<file path="src/rtl/simple_risc_pkg.sv">
// Shared definitions for the SimpleRISC multi-cycle control path.
// Holds the 5-bit opcode constants (Instruction[31:27]), the sequencer
// state encodings and small opcode-classification helpers used by the
// control sequencer.
package simple_risc_pkg;

  localparam logic [4:0] OP_ADD  = 5'b00000;
  localparam logic [4:0] OP_SUB  = 5'b00001;
  localparam logic [4:0] OP_MUL  = 5'b00010;
  localparam logic [4:0] OP_DIV  = 5'b00011;
  localparam logic [4:0] OP_MOD  = 5'b00100;
  localparam logic [4:0] OP_CMP  = 5'b00101;
  localparam logic [4:0] OP_AND  = 5'b00110;
  localparam logic [4:0] OP_OR   = 5'b00111;
  localparam logic [4:0] OP_NOT  = 5'b01000;
  localparam logic [4:0] OP_MOV  = 5'b01001;
  localparam logic [4:0] OP_LSL  = 5'b01010;
  localparam logic [4:0] OP_LSR  = 5'b01011;
  localparam logic [4:0] OP_ASR  = 5'b01100;
  localparam logic [4:0] OP_NOP  = 5'b01101;
  localparam logic [4:0] OP_LD   = 5'b01110;
  localparam logic [4:0] OP_ST   = 5'b01111;
  localparam logic [4:0] OP_BEQ  = 5'b10000;
  localparam logic [4:0] OP_BGT  = 5'b10001;
  localparam logic [4:0] OP_B    = 5'b10010;
  localparam logic [4:0] OP_CALL = 5'b10011;
  localparam logic [4:0] OP_RET  = 5'b10100;
  localparam logic [4:0] OP_HLT  = 5'b11111;

  // Width of the shared wait counter; enough for any TIMEOUT up to 255.
  localparam int TIMER_W = 8;

  typedef enum logic [2:0] {
    ST_IF   = 3'd0,
    ST_OF   = 3'd1,
    ST_EX   = 3'd2,
    ST_MA   = 3'd3,
    ST_RW   = 3'd4,
    ST_HALT = 3'd5
  } state_e;

  // mul/div/mod run on the iterative ALU and need a start/done handshake.
  function automatic logic is_multicycle(input logic [4:0] op);
    return (op == OP_MUL) || (op == OP_DIV) || (op == OP_MOD);
  endfunction

  // Only ld and st visit the memory-access stage.
  function automatic logic is_mem(input logic [4:0] op);
    return (op == OP_LD) || (op == OP_ST);
  endfunction

  // ALU ops write Rd except cmp (flags only); ld writes the loaded word,
  // call writes the return address into ra.
  function automatic logic writes_rf(input logic [4:0] op);
    return ((op <= OP_ASR) && (op != OP_CMP)) || (op == OP_LD) || (op == OP_CALL);
  endfunction

  // The gap between ret and hlt is unallocated opcode space.
  function automatic logic is_illegal(input logic [4:0] op);
    return (op > OP_RET) && (op != OP_HLT);
  endfunction

endpackage

</file>
<file path="src/rtl/wait_timer.sv">
// Cycle counter shared by every handshake wait of the sequencer.
// Ports:
//   clk, rst  - clock and synchronous active-high reset
//   clear     - restart the count at zero (asserted on every state change)
//   enable    - count one more cycle spent waiting without ack/done
//   expired   - the wait has lasted TIMEOUT cycles including this one
module wait_timer
  import simple_risc_pkg::*;
#(
  parameter int TIMEOUT = 16
) (
  input  logic clk,
  input  logic rst,
  input  logic clear,
  input  logic enable,
  output logic expired
);

  logic [TIMER_W-1:0] count;

  // Count held at zero across state changes so each wait starts fresh.
  always_ff @(posedge clk) begin
    if (rst || clear) begin
      count <= '0;
    end else if (enable) begin
      count <= count + TIMER_W'(1);
    end
  end

  assign expired = (count == TIMER_W'(TIMEOUT - 1));

endmodule

</file>
<file path="src/rtl/risc_mc_ctrl.sv">
// Multi-cycle control sequencer for the SimpleRISC datapath.
// Steps each instruction through IF -> OF -> EX -> MA -> RW, handshaking
// with instruction memory, data memory and the iterative ALU, and halts on
// hlt, on an illegal opcode or on a handshake timeout.
// Ports:
//   clk, rst            - clock and synchronous active-high reset
//   opcode              - Instruction[31:27] from the instruction register
//   imem_req / imem_ack - instruction fetch handshake
//   dmem_req / dmem_we / dmem_ack - data memory handshake (we = store)
//   alu_start / alu_done - multi-cycle ALU handshake
//   ir_we, of_en, ex_en, pc_we, rf_we - datapath stage strobes
//   isRet, isSt         - operand-fetch decode hints
//   halted, err         - halt status and error cause
//   state               - current state encoding for debug
//   instr_cnt           - retired-instruction counter (wraps)
module risc_mc_ctrl
  import simple_risc_pkg::*;
#(
  parameter int TIMEOUT = 16,
  parameter int CNT_W   = 32
) (
  input  logic             clk,
  input  logic             rst,
  input  logic [4:0]       opcode,
  output logic             imem_req,
  input  logic             imem_ack,
  output logic             dmem_req,
  output logic             dmem_we,
  input  logic             dmem_ack,
  output logic             alu_start,
  input  logic             alu_done,
  output logic             ir_we,
  output logic             of_en,
  output logic             isRet,
  output logic             isSt,
  output logic             ex_en,
  output logic             pc_we,
  output logic             rf_we,
  output logic             halted,
  output logic             err,
  output logic [2:0]       state,
  output logic [CNT_W-1:0] instr_cnt
);

  state_e           cur_state;
  state_e           next_state;
  logic             ex_first;
  logic             err_q;
  logic             err_set;
  logic [CNT_W-1:0] cnt_q;
  logic             timer_clear;
  logic             timer_en;
  logic             timer_expired;

  // One timer serves IF, EX and MA; a state change always restarts it.
  assign timer_clear = (next_state != cur_state);

  wait_timer #(
    .TIMEOUT (TIMEOUT)
  ) u_wait_timer (
    .clk     (clk),
    .rst     (rst),
    .clear   (timer_clear),
    .enable  (timer_en),
    .expired (timer_expired)
  );

  // State register plus the sticky error flag and the retire counter.
  // ex_first is re-armed whenever EX is left so the next multi-cycle op
  // gets exactly one start pulse.
  always_ff @(posedge clk) begin
    if (rst) begin
      cur_state <= ST_IF;
      cnt_q     <= '0;
      err_q     <= 1'b0;
      ex_first  <= 1'b1;
    end else begin
      cur_state <= next_state;
      if (err_set) begin
        err_q <= 1'b1;
      end
      if (cur_state == ST_RW) begin
        cnt_q <= cnt_q + CNT_W'(1);
      end
      ex_first <= !((cur_state == ST_EX) && (next_state == ST_EX));
    end
  end

  // Next-state and strobe decode. Strobes depend only on the registered
  // state and the live ack/done, so acks outside their own state never
  // influence anything. Everything is forced low while rst is high so an
  // aborted instruction cannot commit in the reset cycle.
  always_comb begin
    next_state = cur_state;
    err_set    = 1'b0;
    timer_en   = 1'b0;
    imem_req   = 1'b0;
    dmem_req   = 1'b0;
    dmem_we    = 1'b0;
    alu_start  = 1'b0;
    ir_we      = 1'b0;
    of_en      = 1'b0;
    isRet      = 1'b0;
    isSt       = 1'b0;
    ex_en      = 1'b0;
    pc_we      = 1'b0;
    rf_we      = 1'b0;
    halted     = 1'b0;

    case (cur_state)
      ST_IF: begin
        imem_req = 1'b1;
        if (imem_ack) begin
          ir_we      = 1'b1;
          next_state = ST_OF;
        end else if (timer_expired) begin
          next_state = ST_HALT;
          err_set    = 1'b1;
        end else begin
          timer_en = 1'b1;
        end
      end

      ST_OF: begin
        of_en = 1'b1;
        isRet = (opcode == OP_RET);
        isSt  = (opcode == OP_ST);
        if (is_illegal(opcode)) begin
          next_state = ST_HALT;
          err_set    = 1'b1;
        end else begin
          next_state = ST_EX;
        end
      end

      ST_EX: begin
        if (is_multicycle(opcode)) begin
          // A done left over from a previous op must not end this one,
          // so done is only honoured after the start cycle.
          alu_start = ex_first;
          if (alu_done && !ex_first) begin
            ex_en      = 1'b1;
            next_state = is_mem(opcode) ? ST_MA : ST_RW;
          end else if (timer_expired) begin
            next_state = ST_HALT;
            err_set    = 1'b1;
          end else begin
            timer_en = 1'b1;
          end
        end else if (opcode == OP_HLT) begin
          next_state = ST_HALT;
        end else begin
          ex_en      = 1'b1;
          next_state = is_mem(opcode) ? ST_MA : ST_RW;
        end
      end

      ST_MA: begin
        dmem_req = 1'b1;
        dmem_we  = (opcode == OP_ST);
        if (dmem_ack) begin
          next_state = ST_RW;
        end else if (timer_expired) begin
          next_state = ST_HALT;
          err_set    = 1'b1;
        end else begin
          timer_en = 1'b1;
        end
      end

      ST_RW: begin
        pc_we      = 1'b1;
        rf_we      = writes_rf(opcode);
        next_state = ST_IF;
      end

      ST_HALT: begin
        halted = 1'b1;
      end

      default: begin
        next_state = ST_IF;
      end
    endcase

    if (rst) begin
      imem_req  = 1'b0;
      dmem_req  = 1'b0;
      dmem_we   = 1'b0;
      alu_start = 1'b0;
      ir_we     = 1'b0;
      of_en     = 1'b0;
      isRet     = 1'b0;
      isSt      = 1'b0;
      ex_en     = 1'b0;
      pc_we     = 1'b0;
      rf_we     = 1'b0;
      halted    = 1'b0;
    end
  end

  assign err       = err_q && !rst;
  assign state     = rst ? 3'd0 : cur_state;
  assign instr_cnt = rst ? '0 : cnt_q;

endmodule

</file>
<file path="config.mk">
export PLATFORM = sky130hd
export DESIGN_NAME = risc_mc_ctrl
export DESIGN_NICKNAME = d
export VERILOG_FILES = /design/src/rtl/simple_risc_pkg.sv /design/src/rtl/wait_timer.sv /design/src/rtl/risc_mc_ctrl.sv
export SDC_FILE = /design/constraint.sdc
export NUM_CORES = 1
export LEC_CHECK = 0
export ABC_AREA = 1
export CORE_MARGIN = 1
export CORE_UTILIZATION = 30
export DETAILED_ROUTE_END_ITERATION = 10
export GPL_TIMING_DRIVEN = 0
export SETUP_SLACK_MARGIN = 0.5
export SYNTH_ARGS = -nofsm -noshare
export SYNTH_HDL_FRONTEND = slang
export SYNTH_HIERARCHICAL = 1
export SYNTH_SLANG_ARGS = --single-unit
</file>
<file path="constraint.sdc">
create_clock -name clk -period 3.2 [get_ports clk]
set_input_delay 0.64 -clock clk [delete_from_list [all_inputs] [get_ports clk]]
set_output_delay 0.64 -clock clk [all_outputs]
set_load 0.03 [all_outputs]
</file>
# Word level (Yosys, flattened, before mapping)
# Cells that the tools add are included.
[totals] register_bits=45 output_inout_bits=48 word_cells=95
[classes] addsub=2 order_cmp=2 n_eq_ne=18 muxes=53 reduce_logical=15
[op_table] cell="$mux 1" count=40
[op_table] cell="$add 32x1->32 const B" count=1
[op_table] cell="$mux 32" count=1
[op_table] cell="$mux 3" count=9
[op_table] cell="$eq 5x5->1 const B" count=3
[op_table] cell="$pmux 3 s5" count=1
[op_table] cell="$eq 5x2->1 const B" count=2
[op_table] cell="$eq 5x4->1 const B" count=2
[op_table] cell="$eq 3x2->1 const B" count=3
[op_table] cell="$add 8x1->8 const B" count=1
[op_table] cell="$eq 8x4->1 const B" count=1
[op_table] cell="$eq 3x3->1 const B" count=2
[op_table] cell="$logic_or 1x1->1" count=6
[op_table] cell="$eq 5x3->1 const B" count=1
[op_table] cell="$gt 5x5->1 const B" count=1
[op_table] cell="$le 5x4->1 const B" count=1
[op_table] cell="$logic_and 1x1->1" count=5
[op_table] cell="$ne 5x3->1 const B" count=1
[op_table] cell="$ne 5x5->1 const B" count=1
[op_table] cell="$pmux 1 s4" count=1
[op_table] cell="$eq 3x1->1 const B" count=1
[op_table] cell="$logic_not 1->1" count=3
[op_table] cell="$logic_not 3->1" count=1
[op_table] cell="$ne 3x3->1" count=1
[op_table] cell="$pmux 1 s3" count=1

# Depth between registers and ports, before layout
[logic_depth] depth_word=9 ltp_mapped=16 depth_no_buf=16

# Modules after synthesis
# Netlist, hierarchy kept.
[modules_own_cells] mod="risc_mc_ctrl" instances=1 cells_per_inst=478 area_each_um2=2771.4
[modules_own_cells] mod="wait_timer" instances=1 cells_per_inst=52 area_each_um2=371.6

# Worst setup path before layout
# No wires, ideal clock.
[synth_path] kind="register -> output" from="register cur_state[0]" to="output port isRet" arrival_ns=2.023 t_required_ns=2.560 path_slack_ns=0.537 stages_incl_launch_ff=9 path_cell_list="dfxtp_1 inv_2 nor2_1 inv_1 nor2_1 inv_1 nor2_1 inv_1 nor3_1"
[synth_between] elab_chain_cells=3
[synth_rtl] element="start, declared" line_no="risc_mc_ctrl.sv:45" rtl="state_e cur_state;"
[synth_rtl] element="start signal, assigned" line_no="risc_mc_ctrl.sv:78" rtl="cur_state <= next_state;"
[synth_rtl] element="$eq 3x1->1" line_no="risc_mc_ctrl.sv:110" rtl="case (cur_state)"
[synth_rtl] element="$mux 1" line_no="risc_mc_ctrl.sv:110"
[synth_rtl] element="$mux 1" line_no="risc_mc_ctrl.sv:186" rtl="if (rst) begin"
[synth_rtl] element="end, declared" line_no="risc_mc_ctrl.sv:34" rtl="output logic isRet,"
# No other way between the ends.

# Final worst setup path
[layout_path] from="input port opcode[4]" to="output port dmem_we"
[layout_between] elab_chain_cells=3
[layout_rtl] element="start, declared" line_no="risc_mc_ctrl.sv:24" rtl="input logic [4:0] opcode,"
[layout_rtl] element="$eq 5x4->1" line_no="risc_mc_ctrl.sv:160" rtl="dmem_we = (opcode == OP_ST);"
[layout_rtl] element="$mux 1" line_no="risc_mc_ctrl.sv:110"
[layout_rtl] element="$mux 1" line_no="risc_mc_ctrl.sv:186"
[layout_rtl] element="end, declared" line_no="risc_mc_ctrl.sv:28" rtl="output logic dmem_we,"
# No other way between the ends.

==> results.txt <==
- DR WL/cell: approximately 12 µm
* Internal power: 0.910 mW
- Of all cell types, the one taking the most synthesized area is sky130_fd_sc_hd__dfxtp_1.
- Placeable core region: ~10000 µm²
- The cell count after synthesis came out at 530.
- Number of buffers created by CTS: 5
- Period Utilization, post-route: 80.8%
- In this run the power density over the cells is 326 nW/µm².
- Non-filler cells, final: ~730
- Area share of the leading cell type in the synthesized netlist: 28.7%
- The number of nets handed over by synthesis was approximately 540.
- Routed via count: 3455
- Compared with the post-synthesis result, the final layout area differs by 28.1%.
- The critical path is of the in -> out type.
- Wires add up to 8760 µm.
- Max Slew Vio Count: 0
* Post-synthesis cell type count: 34
- Setup tns final: 0 ns
* Number of synthesis warnings: 6
- Share of power burned in registers: 44.5%
- Cell Area, Placed: 3880 µm²
- The tree is rooted in a sky130_fd_sc_hd__clkbuf_8.
- The congestion estimate from routability-driven global placement came to 0.866.
* Clock Skews: 0.00918 ns
- At the pin with the least slew margin, the transition time is 0.500 ns.
* Avg Vias per Cell: 4.72
- Logic gate share of total power: 20.1%
* Pin count of the biggest net entering global routing: 15
- Number of nets with antenna violations after detailed routing: 0
- The floorplan step set the die height to 104 µm.
- Clock tree synthesis found a total of 45 sinks.
- Setup-violating endpoint count in the final report: 0
- The H-tree was split into 2 levels.
- Clock transition at the register clock pins on the worst setup and hold paths after CTS: 0.08 ns
* Fmax: 0.387 GHz
- Port-buffer cells: between 50 and 60
- Share of synthesized area occupied by flip-flops and latches: 28.7%
- The analysis attributes to net switching a power of 0.400 mW.
- Number of DRC violations after detailed-routing iteration 0: 159
* Mapped Avg Cell Area: a little under 6 µm²
* Headroom to the max-slew limit: 66.7%
* Required @ worst endpoint: 2.56 ns
- The worst path needs around 2.6 ns of the cycle, external delays included.
- HPWL after detailed placement: 6890 µm
- In this run, post-CTS hold repair placed 0 buffers.
- Boundary Pins: 58
* Wire length of the first global-routing pass: 15000 µm
- Diode count: 0
- Net switching is a little under a third of the power.
- The clock passes through at most 2 buffers.
- TritonCTS built the clock tree.
* Static Leak: 1.84 nW
- Setup repair after global routing left no endpoint under its margin.
- The flow ran to the end, and the final reports show no timing, DRC or antenna violations.
- VDD sags by at most 0.166 mV.
* Count of standard-cell rows: 36
- The share of total power dissipated in the clock network is between 30 and 40%.
* Share of final-layout standard cells stronger than drive strength 1: 11.4%
- Cell area after synthesis: 3140 µm²
- For this run, design rule violations remaining after detail routing come to 0.
* Net count, final: 610
* Die Area: around 11000 µm²
* CP Max Fanout: 8
- Final total power: 1.31 mW
- For this run, the detailed router's first-pass iteration total came to 4.
- Capturing element type of the critical path: output port
- Global-route total usage across every layer: 16.6%
- Path category of the worst min-delay check: reg -> reg
- STA classifies the critical path startpoint as an input port.
- At the worst endpoint, the arrival time is 1.94 ns.
- The total overflow left after global routing is 0.
* Number of max-cap violations: 0
- Cell area after layout: 4030 µm²
- Number of instances in the placed design: 720
- Starting density of the core: 31.6%
- Clock latency on the worst-skew pair, taken at its later pin, is 0.31 ns.
- Hold Violations, Final: 0
- Antenna violations before repair: 0
* Number of storage elements in the synthesis netlist: 45
- Die Wd: 104 µm
- Cell types with the largest area share after synthesis: sky130_fd_sc_hd__dfxtp_1, sky130_fd_sc_hd__nand2_1, sky130_fd_sc_hd__nor2_1
- Vias in the first global route: 3282
[metrics by stage]
step,worst slack (ns),hold WS (ns),utilization (%)
6_report,0.616,0.483,40.4
5_1_grt,0.499,0.531,40.4
4_1_cts,0.301,0.487,39.9
3_5_place_dp,-0.539,0.472,39.0
3_3_place_gp,-0.512,0.468,39.0
2_1_floorplan,0.537,0.458,-
[path summary, 6_finish.rpt]
path                                                    startpoint                                  to  slack, ns  depth (start not counted)
worst min-delay path                        cnt_q[30]$_SDFFE_PP0N_              cnt_q[30]$_SDFFE_PP0N_       0.48                          2
worst max register to register  u_wait_timer/count[0]$_SDFFE_PP0P_  u_wait_timer/count[1]$_SDFFE_PP0P_       0.76                         13
worst max-delay path                                     opcode[4]                             dmem_we       0.62                          5
worst min register to register              cnt_q[30]$_SDFFE_PP0N_              cnt_q[30]$_SDFFE_PP0N_       0.48                          2
[registers in the layout, indices dropped and copies added, names as in the netlist]
name                cells
cur_state               3
u_wait_timer/count      8
cnt_q                  32
ex_first                1
err_q                   1
[cells in the final DEF (no fill, tap or decap), types with 2 or more instances in the layout]
| cell | n |
|---|---|
| sky130_fd_sc_hd__a21oi_1 | 36 |
| sky130_fd_sc_hd__a31oi_1 | 3 |
| sky130_fd_sc_hd__buf_2 | 7 |
| sky130_fd_sc_hd__buf_4 | 9 |
| sky130_fd_sc_hd__clkbuf_8 | 6 |
| sky130_fd_sc_hd__clkdlybuf4s15_2 | 5 |
| sky130_fd_sc_hd__clkdlybuf4s50_1 | 4 |
| sky130_fd_sc_hd__dfxtp_1 | 44 |
| sky130_fd_sc_hd__dlygate4sd2_1 | 39 |
| sky130_fd_sc_hd__dlymetal6s2s_1 | 4 |
| sky130_fd_sc_hd__ha_1 | 2 |
| sky130_fd_sc_hd__inv_1 | 68 |
| sky130_fd_sc_hd__inv_2 | 5 |
| sky130_fd_sc_hd__nand2_1 | 141 |
| sky130_fd_sc_hd__nand2_2 | 3 |
| sky130_fd_sc_hd__nand2_4 | 3 |
| sky130_fd_sc_hd__nand3_1 | 29 |
| sky130_fd_sc_hd__nand3_2 | 2 |
| sky130_fd_sc_hd__nand4_1 | 8 |
| sky130_fd_sc_hd__nor2_1 | 104 |
| sky130_fd_sc_hd__nor2_2 | 8 |
| sky130_fd_sc_hd__nor2_4 | 4 |
| sky130_fd_sc_hd__nor2_8 | 2 |
| sky130_fd_sc_hd__nor3_1 | 19 |
| sky130_fd_sc_hd__nor3_4 | 3 |
| sky130_fd_sc_hd__nor4_2 | 2 |
| sky130_fd_sc_hd__o211ai_1 | 2 |
| sky130_fd_sc_hd__o21ai_0 | 14 |
| sky130_fd_sc_hd__xor2_1 | 7 |
[logic make-up after synthesis]
logic type,synth area share (%)
fa+ha+maj,0.796
xor+xnor,1.95
compound gates,9.79
buf+inv,10.4
simple gates,48.4
flops,28.7
[worst max-delay path, stage by stage]
cell and delay (ns):
sky130_fd_sc_hd__clkdlybuf4s50_1 0.48, sky130_fd_sc_hd__inv_2 0.16, sky130_fd_sc_hd__nand3_1 0.12, sky130_fd_sc_hd__nor3_1 0.21, sky130_fd_sc_hd__clkdlybuf4s15_2 0.33
[repair_timing]
item                       in CTS  in global routing
gates resized for setup        90                 19
setup buffers                   1                  3
pin swaps                       0                  3
setup endpoints to repair      49                 54
[per-layer routing]
layer,up-vias,routed length [µm],GRT usage (%)
met5,-,0,0
met4,0,140,3.88
met3,13,396,3.13
met2,70,4070,28.0
met1,1563,4150,21.6
li1,1809,-,-
[cells in the mapped netlist, drive strengths merged]
cell,count
nand4,8
nand3,31
o221ai,1
dfxtp,45
nor3b,1
o21ai,14
o211ai,2
a31oi,3
xor2,7
nand2,147
a211oi,1
nor3,23
nand3b,1
a21oi,36
buf,6
ha,2
a21boi,1
nor4,3
and3,1
inv,73
clkbuf,5
nor2,118
clkinv,1
[area by class of cell]
type / instances / area, µm²
Timing Repair Buffer: 61 / 551
Inverter: 74 / 278
Clock inverter: 2 / 37.5
Fill cell: 1083 / 5930
Multi-Input combinational cell: 400 / 1940
Tap cell: 133 / 166
Sequential cell: 45 / 902
Clock buffer: 6 / 82.6
Buffer: 11 / 67.6
[power by group through the flow]
stage / Sequential [mW] / Combinational [mW] / Clock [mW]
floorplan: 0.593 / 0.182 / 0
global placement: 0.595 / 0.257 / 0
detailed placement: 0.595 / 0.259 / 0
CTS: 0.582 / 0.253 / 0.481
global route: 0.585 / 0.292 / 0.505
finish: 0.583 / 0.264 / 0.465
Power figures use the tool's default switching activity.
